$ cat src/rtl/mem_arbiter_if.sv
// Request, grant and read-return signals for both requesters,
// plus the data RAM drive, bundled for the memory arbiter.
interface mem_arbiter_if #(
  parameter int ADDR_W = 8,
  parameter int DATA_W = 8
);
  logic              core_req;
  logic              core_we;
  logic [ADDR_W-1:0] core_addr;
  logic [DATA_W-1:0] core_wdata;
  logic              core_gnt;
  logic              core_rvalid;
  logic [DATA_W-1:0] core_rdata;

  logic              host_req;
  logic              host_we;
  logic [ADDR_W-1:0] host_addr;
  logic [DATA_W-1:0] host_wdata;
  logic              host_gnt;
  logic              host_rvalid;
  logic [DATA_W-1:0] host_rdata;

  logic [ADDR_W-1:0] mem_addr;
  logic              mem_we;
  logic [DATA_W-1:0] mem_wdata;
  logic [DATA_W-1:0] mem_rdata;

  modport slave (
    input  core_req, core_we, core_addr, core_wdata,
    output core_gnt, core_rvalid, core_rdata,
    input  host_req, host_we, host_addr, host_wdata,
    output host_gnt, host_rvalid, host_rdata,
    output mem_addr, mem_we, mem_wdata,
    input  mem_rdata
  );

  modport master (
    output core_req, core_we, core_addr, core_wdata,
    input  core_gnt, core_rvalid, core_rdata,
    output host_req, host_we, host_addr, host_wdata,
    input  host_gnt, host_rvalid, host_rdata,
    input  mem_addr, mem_we, mem_wdata,
    output mem_rdata
  );
endinterface

$ cat src/rtl/mem_arbiter.sv
// Core/host arbiter for the single-port data RAM, core priority with
// starvation forcing. Optional ARB_STATS_EN adds conflict/force counters.
module mem_arbiter #(
  parameter int ADDR_W   = 8,
  parameter int DATA_W   = 8,
  parameter int MAX_WAIT = 4
) (
  input  logic          clk,
  input  logic          start,
  mem_arbiter_if.slave  bus
`ifdef ARB_STATS_EN
  ,
  output logic [15:0]   conflict_cnt,
  output logic [7:0]    force_cnt
`endif
);

  typedef enum logic [1:0] {
    RS_NONE,
    RS_CORE,
    RS_HOST
  } rsel_t;

  localparam logic [3:0] MAX_W = 4'(MAX_WAIT);

  rsel_t             rsel_q, rsel_d;
  logic [3:0]        wait_q, wait_d;
  logic              force_host;
  logic              host_gnt, core_gnt;
  logic [ADDR_W-1:0] m_addr;
  logic              m_we;
  logic [DATA_W-1:0] m_wdata;
  logic [DATA_W-1:0] core_rdata_q, host_rdata_q;

  always_comb begin
    force_host = (wait_q >= MAX_W);
    host_gnt   = 1'b0;
    core_gnt   = 1'b0;
    m_addr     = '0;
    m_we       = 1'b0;
    m_wdata    = '0;
    rsel_d     = RS_NONE;
    wait_d     = '0;

    if (!start) begin
      host_gnt = bus.host_req &
                 (~bus.core_req | force_host);
      core_gnt = bus.core_req & ~host_gnt;
    end

    unique case (1'b1)
      host_gnt: begin
        m_addr  = bus.host_addr;
        m_we    = bus.host_we;
        m_wdata = bus.host_wdata;
        if (!bus.host_we) rsel_d = RS_HOST;
      end
      core_gnt: begin
        m_addr  = bus.core_addr;
        m_we    = bus.core_we;
        m_wdata = bus.core_wdata;
        if (!bus.core_we) rsel_d = RS_CORE;
      end
      default: ;
    endcase

    // Saturate so force_host stays asserted until the host is served
    if (bus.host_req && !host_gnt)
      wait_d = (wait_q < MAX_W) ? wait_q + 4'd1 : wait_q;
  end

  always_ff @(posedge clk) begin
    if (start) begin
      rsel_q       <= RS_NONE;
      wait_q       <= '0;
      core_rdata_q <= '0;
      host_rdata_q <= '0;
    end else begin
      rsel_q <= rsel_d;
      wait_q <= wait_d;
      if (rsel_d == RS_CORE) core_rdata_q <= bus.mem_rdata;
      if (rsel_d == RS_HOST) host_rdata_q <= bus.mem_rdata;
    end
  end

`ifdef ARB_STATS_EN
  always_ff @(posedge clk) begin
    if (start) begin
      conflict_cnt <= '0;
      force_cnt    <= '0;
    end else begin
      if (bus.core_req && bus.host_req &&
          conflict_cnt != 16'hFFFF)
        conflict_cnt <= conflict_cnt + 16'd1;
      if (host_gnt && force_host && force_cnt != 8'hFF)
        force_cnt <= force_cnt + 8'd1;
    end
  end
`endif

  assign bus.core_gnt    = core_gnt;
  assign bus.host_gnt    = host_gnt;
  assign bus.mem_addr    = m_addr;
  assign bus.mem_we      = m_we;
  assign bus.mem_wdata   = m_wdata;
  assign bus.core_rvalid = (rsel_q == RS_CORE);
  assign bus.host_rvalid = (rsel_q == RS_HOST);
  assign bus.core_rdata  = core_rdata_q;
  assign bus.host_rdata  = host_rdata_q;

endmodule

$ cat src/flat_wrapper.sv
// flat-port wrapper written by rule: the top's interface ports become plain ports
module mem_arbiter_flat 
#(
  parameter int ADDR_W   = 8,
  parameter int DATA_W   = 8,
  parameter int MAX_WAIT = 4
)
  (clk, start, bus_core_req, bus_core_we, bus_core_addr, bus_core_wdata, bus_core_gnt, bus_core_rvalid, bus_core_rdata, bus_host_req, bus_host_we, bus_host_addr, bus_host_wdata, bus_host_gnt, bus_host_rvalid, bus_host_rdata, bus_mem_addr, bus_mem_we, bus_mem_wdata, bus_mem_rdata);
  mem_arbiter_if #(.ADDR_W(ADDR_W), .DATA_W(DATA_W)) bus_i ();
  input  logic clk;
  input  logic start;
  input wire logic [$bits(bus_i.core_req)-1:0] bus_core_req;
  input wire logic [$bits(bus_i.core_we)-1:0] bus_core_we;
  input wire logic [$bits(bus_i.core_addr)-1:0] bus_core_addr;
  input wire logic [$bits(bus_i.core_wdata)-1:0] bus_core_wdata;
  output wire logic [$bits(bus_i.core_gnt)-1:0] bus_core_gnt;
  output wire logic [$bits(bus_i.core_rvalid)-1:0] bus_core_rvalid;
  output wire logic [$bits(bus_i.core_rdata)-1:0] bus_core_rdata;
  input wire logic [$bits(bus_i.host_req)-1:0] bus_host_req;
  input wire logic [$bits(bus_i.host_we)-1:0] bus_host_we;
  input wire logic [$bits(bus_i.host_addr)-1:0] bus_host_addr;
  input wire logic [$bits(bus_i.host_wdata)-1:0] bus_host_wdata;
  output wire logic [$bits(bus_i.host_gnt)-1:0] bus_host_gnt;
  output wire logic [$bits(bus_i.host_rvalid)-1:0] bus_host_rvalid;
  output wire logic [$bits(bus_i.host_rdata)-1:0] bus_host_rdata;
  output wire logic [$bits(bus_i.mem_addr)-1:0] bus_mem_addr;
  output wire logic [$bits(bus_i.mem_we)-1:0] bus_mem_we;
  output wire logic [$bits(bus_i.mem_wdata)-1:0] bus_mem_wdata;
  input wire logic [$bits(bus_i.mem_rdata)-1:0] bus_mem_rdata;
  assign bus_i.core_req = bus_core_req;
  assign bus_i.core_we = bus_core_we;
  assign bus_i.core_addr = bus_core_addr;
  assign bus_i.core_wdata = bus_core_wdata;
  assign bus_core_gnt = bus_i.core_gnt;
  assign bus_core_rvalid = bus_i.core_rvalid;
  assign bus_core_rdata = bus_i.core_rdata;
  assign bus_i.host_req = bus_host_req;
  assign bus_i.host_we = bus_host_we;
  assign bus_i.host_addr = bus_host_addr;
  assign bus_i.host_wdata = bus_host_wdata;
  assign bus_host_gnt = bus_i.host_gnt;
  assign bus_host_rvalid = bus_i.host_rvalid;
  assign bus_host_rdata = bus_i.host_rdata;
  assign bus_mem_addr = bus_i.mem_addr;
  assign bus_mem_we = bus_i.mem_we;
  assign bus_mem_wdata = bus_i.mem_wdata;
  assign bus_i.mem_rdata = bus_mem_rdata;
  mem_arbiter #(.ADDR_W(ADDR_W), .DATA_W(DATA_W), .MAX_WAIT(MAX_WAIT)) u_core (.clk(clk), .start(start), .bus(bus_i));
endmodule
$ cat config.mk
export PLATFORM = sky130hd
export DESIGN_NAME = mem_arbiter_flat
export DESIGN_NICKNAME = d
export VERILOG_FILES = /design/src/rtl/mem_arbiter_if.sv /design/src/rtl/mem_arbiter.sv /design/src/flat_wrapper.sv
export SDC_FILE = /design/constraint.sdc
export NUM_CORES = 1
export LEC_CHECK = 0
export CAP_MARGIN = 20
export CORE_UTILIZATION = 33
export CTS_BUF_LIST = sky130_fd_sc_hd__clkbuf_2
export CTS_CLUSTER_DIAMETER = 30
export CTS_CLUSTER_SIZE = 30
export DETAILED_ROUTE_END_ITERATION = 7
export GPL_ROUTABILITY_DRIVEN = 0
export MAX_ROUTING_LAYER = met4
export PLACE_DENSITY = 0.88
export RECOVER_POWER = 25
export SYNTH_ARGS = -nofsm -noshare
export SYNTH_HDL_FRONTEND = slang
export SYNTH_SLANG_ARGS = --single-unit
$ cat constraint.sdc
create_clock -name clk -period 2.1 [get_ports clk]
set_clock_uncertainty 0.1 [all_clocks]
set_input_delay 0.315 -clock clk [delete_from_list [all_inputs] [get_ports clk]]
set_output_delay 0.315 -clock clk [all_outputs]
set_load 0.01 [all_outputs]
==> impl_results.md, run 1 <==
- Footprint of the multi-input gates: 571 µm²
- Pin count of the biggest net entering global routing: 17
- Slew Viols, Final: 0
- Synth Instances: 115
- Drt pass-1 iters: 6
- CP most frequent cell: buf_6
- # fillers: 207
- DRT antenna net count: 0
- H-tree Lvls: 1
- Worst hold path class: register to register
- CP max stage cell: or3b_4
- Final Hold Fails: 0
- Combinational Power Share: 28.2%
- Critical path capture point type: primary output
- Final period util: 104%
- Max VDD drop: 0.000419 V
- Clock Sinks: 22
- Vias in the first global route: 1264
- Status: finished, violations left
- Critical Path Source Type: register
- Total die area: 3310 µm²
- Seq/Total Area, Yosys: 43.2%
- Mapped Nets: 162
- Worst Hold Slack: 0.342 ns
- Crit-path max cell delay: 0.43 ns
- Fin crit period: 2.19 ns
- Clk pwr share: 28.5%
- CTS root buf: clkbuf_2
- Reg clk slew, reported paths: 0.20 ns
- Netlist cell types: 24
- Port buffer count: 82
- Power Dens Cells: 511 nW/µm²
- IO Pins: 83
- Synthesized area: 1020 µm²
- Congestion Overflow GR: 0
- DRT iter0 DRCs: 71
- Leak: 0.868 nW
- Critical path type: register to primary output
- Initial antenna violation count: 0
- Core Rows: 19
- Failing checks: design-rule violations, negative setup slack
- Max Cap Viol: 0
- Max Fclk: 0.457 GHz
- Yosys warnings: 0
- Share of layout cells above drive strength 1: 22.5%
- CTS tree: built
- Vias post-DR: 1309
- Worst path cell trace: or3b_4 > and3_4 > buf_6 > a22o_1 > buf_6
- Remaining DRCs: 13
- Die W: 57.6 µm
- Switching share of power: 24.5%
- Sequential Power Share: 43.2%
- Syn Area/Cell: 8.86 µm²
- Reg area: 443 µm²
- Final setup fails: 5
- Most frequent cells in the layout: clkdlybuf4s50_1 (61), dfxtp_1 (20), a22o_1 (17)
- Setup TNS: -0.279 ns
- Vias per inst: 5.36
- Switching pwr: 0.251 mW
- Worst path required time: 1.68 ns
- Largest fanout on the critical path: 5
- Global Route Usage Sum: 24.4%
- Post-DP HPWL: 2.79 mm
- Final setup margin: -0.0895 ns
- Dpl cells: 232
- Worst skew pair latency: 0.32 ns
- Commonest non-fill, non-tap cell in the layout: clkdlybuf4s50_1
- Core area: 2830 µm²
- Internal power: 0.777 mW
- First-pass GRT wire length: 5.92 mm
- P&R area growth vs syn: 97.4%
- Finished Core Util: 71.1%
- WL final: 3.90 mm
- WP data arrival: 1.77 ns
- Post-Layout Cell Count: 244
- Routed WL per cell: 16.0 µm
- Yosys reg bits: 22
- Unrepaired setup endpoints after global routing: yes
- N_diodes: 0
- CTS Buf Count: 3
- Die Height: 57.6 µm
- Initial Utilization: 36.0%
- Final #Nets: 261
- Max Buffers Root-to-Sink: 2
-- worst max-delay path, delay by kind of cell (launching register included) --
| family | cells | cell delay [ns] |
|---|---|---|
| AOI/OAI and AO/OA | 1 | 0.22 |
| DFF | 1 | 0.36 |
| and+or+nand+nor | 2 | 0.62 |
| buffers and inverters | 2 | 0.25 |
-- power by group through the flow --
| stage | sequential (mW) | clock, mW | combinational (mW) |
|---|---|---|---|
| after floorplan | 0.459 | 0 | 0.0838 |
| after global placement | 0.452 | 0 | 0.277 |
| after detailed placement | 0.453 | 0 | 0.283 |
| after CTS | 0.445 | 0.297 | 0.288 |
| after global routing | 0.447 | 0.316 | 0.307 |
| final | 0.445 | 0.294 | 0.290 |
-- cells in the mapped netlist --
master,count,area share (%)
buf_6,2,2.2
and3_4,1,1.1
o211ai_1,8,5.9
nor3_1,2,0.98
nor4_1,1,0.61
o21ai_1,1,0.49
nor2b_1,2,1.2
a22o_1,17,15
clkinv_1,1,0.37
nor3b_1,2,1.5
nand3b_1,1,0.74
ha_1,1,1.2
clkbuf_1,3,1.1
dfxtp_1,22,43
or3b_1,1,0.86
buf_2,3,1.5
and2_1,3,1.8
conb_1,1,0.37
nand2_1,16,5.9
nor3b_2,1,1.2
and3_1,1,0.61
o21ai_0,8,3.9
nand3_1,16,7.9
nand2b_1,1,0.61
-- per-stage QoR --
step	worst slack [ns]	power, mW	area, µm²
after floorplan	0.167	0.543	1020
after global placement	-0.449	0.730	1930
after detailed placement	-0.477	0.736	1930
after CTS	-0.0851	1.03	2010
after global routing	-0.132	1.07	2010
final	-0.0895	1.03	2010
-- kinds of logic (layout without fill, tap and decap cells) --
logic type / after synthesis / in the layout / share of synthesized area, %
buffers and inverters: 9 / 104 / 5.16
AO/OA/AOI/OAI: 34 / 34 / 24.9
AND/OR/NAND/NOR: 48 / 51 / 25.1
other: 1 / 1 / 0.368
adder cells (fa/ha/maj): 1 / 1 / 1.23
flip-flops: 22 / 22 / 43.2
-- state kept, by name, indices dropped and copies added (netlist names) --
name / count
u_core.bus.core_rdata: 8
u_core.bus.host_rdata: 8
u_core.rsel_q: 2
u_core.wait_q: 4
-- layout make-up --
class                           instances  area share (%)
Sequential cell                        22            22.0
Clock inverter                          1            1.49
Multi-Input combinational cell         87            28.4
Clock buffer                            3           0.747
Inverter                                1           0.249
Timing Repair Buffer                   99            45.2
Tap cell                               31            1.93
-- what timing repair did --
| item | CTS | global route |
|---|---|---|
| endpoints found under the setup margin | 19 | 17 |
| hold endpoints to repair | 0 | 0 |
| pin swaps | 10 | 12 |
| hold buffers | 0 | 0 |
| resized for setup | 86 | 2 |
| cloned | 4 | 0 |
| setup buffers | 4 | 0 |
-- path summary, 6_finish.rpt --
path / to / slack [ns] / from / cells after the start
hold / removal: u_core.wait_q[0]$_SDFFE_PP0N_ / 0.34 / u_core.wait_q[0]$_SDFFE_PP0N_ / 1
setup / recovery: bus_mem_addr[7] / -0.09 / u_core.wait_q[3]$_SDFFE_PP0N_ / 5
hold reg to reg: u_core.wait_q[0]$_SDFFE_PP0N_ / 0.34 / u_core.wait_q[0]$_SDFFE_PP0N_ / 1
setup reg to reg: u_core.bus.core_rdata[3]$_SDFFE_PP0N_ / 0.72 / u_core.wait_q[2]$_SDFFE_PP0N_ / 5
-- per-layer routing --
layer  GRT usage, %  part of all wire [%]  vias to the layer above
li1               -                     -                      626
met1           25.2                    37                      605
met2           43.5                    51                       66
met3           6.58                   9.4                       12
met4           9.41                   2.4                        0
met5              -                     0                        -
No activity file was read; power rests on OpenSTA's default activity.
==> run 2: changes to the inputs <==
--- a/config.mk
+++ b/config.mk
@@ -6,6 +6,7 @@
 export NUM_CORES = 1
 export LEC_CHECK = 0
 export CAP_MARGIN = 20
+export CORE_ASPECT_RATIO = 0.5
 export CORE_UTILIZATION = 33
 export CTS_BUF_LIST = sky130_fd_sc_hd__clkbuf_2
 export CTS_CLUSTER_DIAMETER = 30
@@ -13,7 +14,7 @@
 export DETAILED_ROUTE_END_ITERATION = 7
 export GPL_ROUTABILITY_DRIVEN = 0
 export MAX_ROUTING_LAYER = met4
-export PLACE_DENSITY = 0.88
+export PLACE_DENSITY = 0.81
 export RECOVER_POWER = 25
 export SYNTH_ARGS = -nofsm -noshare
 export SYNTH_HDL_FRONTEND = slang
==> run 2 against run 1 <==
Compared with the run above:
- the flow finishes with violations (negative setup slack)
- count of clock-buffer cells in the layout stayed put
- via count shrank 8.8%
- global-route usage is 3.2 points lower
- flip-flop and latch count unchanged
- core utilization is 0.30 points lower
==> impl_results.md, run 2 (same netlist as run 1, synthesis figures left out) <==
- Final setup margin: -0.0466 ns (+0.0429 ns)
- Final setup fails: 17 (+12)
- CTS Buf Count: 3 (unchanged)
- Share of layout cells above drive strength 1: 19.3% (-3.2 points)
- Worst hold path class: register to register
- Clk pwr share: 29.0% (+0.5 points)
- Area of placed instances: 1930 µm² (unchanged)
- Met2 usage: 39.6% (-3.9 points)
- Worst skew pair latency: 0.32 ns (about the same)
- N_diodes: 0 (unchanged)
- First-pass GRT wire length: 5.08 mm (-14%)
- Max Fclk: 0.466 GHz (+2.0%)
- Post-DP HPWL: 2.65 mm (-5.3%)
- GR met3 Demand/Resource: 5.11% (-1.5 points)
- Critical Path Source Type: register
- Congestion Overflow GR: 0 (unchanged)
- Remaining DRCs: 0 (-13)
- Final #Nets: 255 (-2.3%)
- Routed WL per cell: 14.2 µm (-11%)
- Switching pwr: 0.242 mW (-3.8%)
- Final period util: 102% (-2.0 points)
- # fillers: 222 (+7.2%)
- WP data arrival: 1.73 ns (-0.04 ns)
- Power Dens Cells: 518 nW/µm² (+1.2%)
- Largest fanout on the critical path: 5 (unchanged)
- CTS root buf: clkbuf_2
- Core area: 2750 µm² (-2.8%)
- CP max stage cell: or3b_4
- DRT iter0 DRCs: 38 (-46%)
- Slew Viols, Final: 0 (unchanged)
- Final instance area: 1950 µm² (-3.2%)
- Global Route Usage Sum: 21.2% (-3.2 points)
- Met1 usage: 25.0% (-0.25 points)
- IO Pins: 83 (unchanged)
- Worst path required time: 1.68 ns (about the same)
- Vias post-DR: 1194 (-8.8%)
- Initial Utilization: 37.1% (+1.0 points)
- Drt pass-1 iters: 4 (-2)
- Reg clk slew, reported paths: 0.20 ns (about the same)
- DRT antenna net count: 0 (unchanged)
- Switching share of power: 24.0% (-0.42 points)
- Core Rows: 13 (-6)
- Post-Layout Cell Count: 244 (unchanged)
- Commonest non-fill, non-tap cell in the layout: clkdlybuf4s50_1
- P&R area growth vs syn: 91.0%
- Setup TNS: -0.601 ns (-0.322 ns)
- CTS tree: built
- Die W: 80.6 µm (+40%)
- GRT Max-Usage Layer: met2
- Max Cap Viol: 0 (unchanged)
- Vias in the first global route: 1071 (-15%)
- Crit-path max cell delay: 0.40 ns (-0.03 ns)
- Port buffer count: 82 (unchanged)
- Final Hold Fails: 0 (unchanged)
- Clock Sinks: 22 (unchanged)
- Sequential Power Share: 44.1% (+0.9 points)
- Leak: 0.822 nW (-5.2%)
- Failing checks: negative setup slack
- Critical path type: register to primary output
- Internal power: 0.765 mW (-1.5%)
- Dpl cells: 237 (+2.2%)
- Max VDD drop: 0.000384 V (-8.3%)
- Vias per inst: 4.89 (-8.8%)
- Total die area: 3330 µm² (+0.41%)
- Post-place setup slack: -0.539 ns (-0.0623 ns)
- Max Buffers Root-to-Sink: 2 (unchanged)
- Die Height: 41.3 µm (-28%)
- Overall Power: 1.01 mW (-2.1%)
- Status: finished, violations left
- H-tree Lvls: 1 (unchanged)
- Combinational Power Share: 26.8% (-1.4 points)
- Pin count of the biggest net entering global routing: 19 (+2)
- Critical path capture point type: primary output
- Unrepaired setup endpoints after global routing: yes
- Most frequent cells in the layout: clkdlybuf4s50_1 (61), dfxtp_1 (20), a22o_1 (17), buf_2 (17)
- Fin crit period: 2.15 ns (-0.0429 ns)
- Initial antenna violation count: 0 (unchanged)
- Worst path cell trace: or3b_4 > and3_4 > buf_6 > a22o_1 > buf_2
- WL final: 3.48 mm (-11%)
-- run 2: changes by cell type in the layout (fill, tap and decap cells not counted), sizes merged --
cell	delta
and3	-2
dlygate4sd2	-2
dlygate4sd3	+1
clkdlybuf4s15	+1
clkbuf	+1
buf	-5
-- run 2: power groups by stage --
stage	clock network, mW	logic (mW)	registers [mW]
detailed placement	0	0.281	0.453
floorplan	0	0.0838	0.459
CTS	0.298	0.272	0.445
global route	0.319	0.290	0.447
global placement	0	0.280	0.452
finish	0.292	0.270	0.445
-- run 2: worst max-delay path, delay by kind of cell (launching register included) --
kind                   cells  cell delay [ns]
and+or+nand+nor            2             0.59
DFF                        1             0.36
buffers and inverters      2             0.26
AOI/OAI and AO/OA          1             0.20
-- run 2: final cells by class --
type	count	area [µm²]	share of cell area, %
flip-flops and latches	22	443	22.8
clock buffers	3	15.0	0.772
repair buffers	95	852	43.8
multi-input cells	85	556	28.6
well taps	37	46.3	2.38
inverters	1	3.75	0.193
clock inverters	1	30.0	1.54
-- run 2: worst paths after layout --
check                                                   start                                     to  slack [ns]  cells after the start
worst max-delay path            u_core.wait_q[2]$_SDFFE_PP0N_                       bus_mem_wdata[3]       -0.05                      5
worst min-delay path            u_core.wait_q[0]$_SDFFE_PP0N_          u_core.wait_q[0]$_SDFFE_PP0N_        0.35                      1
worst max register to register  u_core.wait_q[3]$_SDFFE_PP0N_  u_core.bus.core_rdata[5]$_SDFFE_PP0N_        0.58                      5
worst min register to register  u_core.wait_q[0]$_SDFFE_PP0N_          u_core.wait_q[0]$_SDFFE_PP0N_        0.35                      1
-- run 2: repair_timing --
action / 4_1_cts / 5_1_grt
hold buffers: 0 / 0
endpoints found under the hold margin: 0 / 0
pin swaps: 3 / 7
gates cloned: 1 / 0
resized for setup: 77 / 3
setup buffers: 2 / 0
endpoints found under the setup margin: 19 / 18
-- run 2: routing by layer --
layer  vias up  share of wire [%]
met2        43                 46
met1       535                 45
met5         -                  0
met3         0                9.1
met4         0                  0
li1        616                  -
-- run 2: per-stage QoR --
stage | hold WS (ns) | utilization (%)
after floorplan | 0.294 | -
after global placement | 0.319 | 70.3
after detailed placement | 0.324 | 70.3
after CTS | 0.347 | 70.7
after global routing | 0.360 | 70.8
final | 0.348 | 70.8
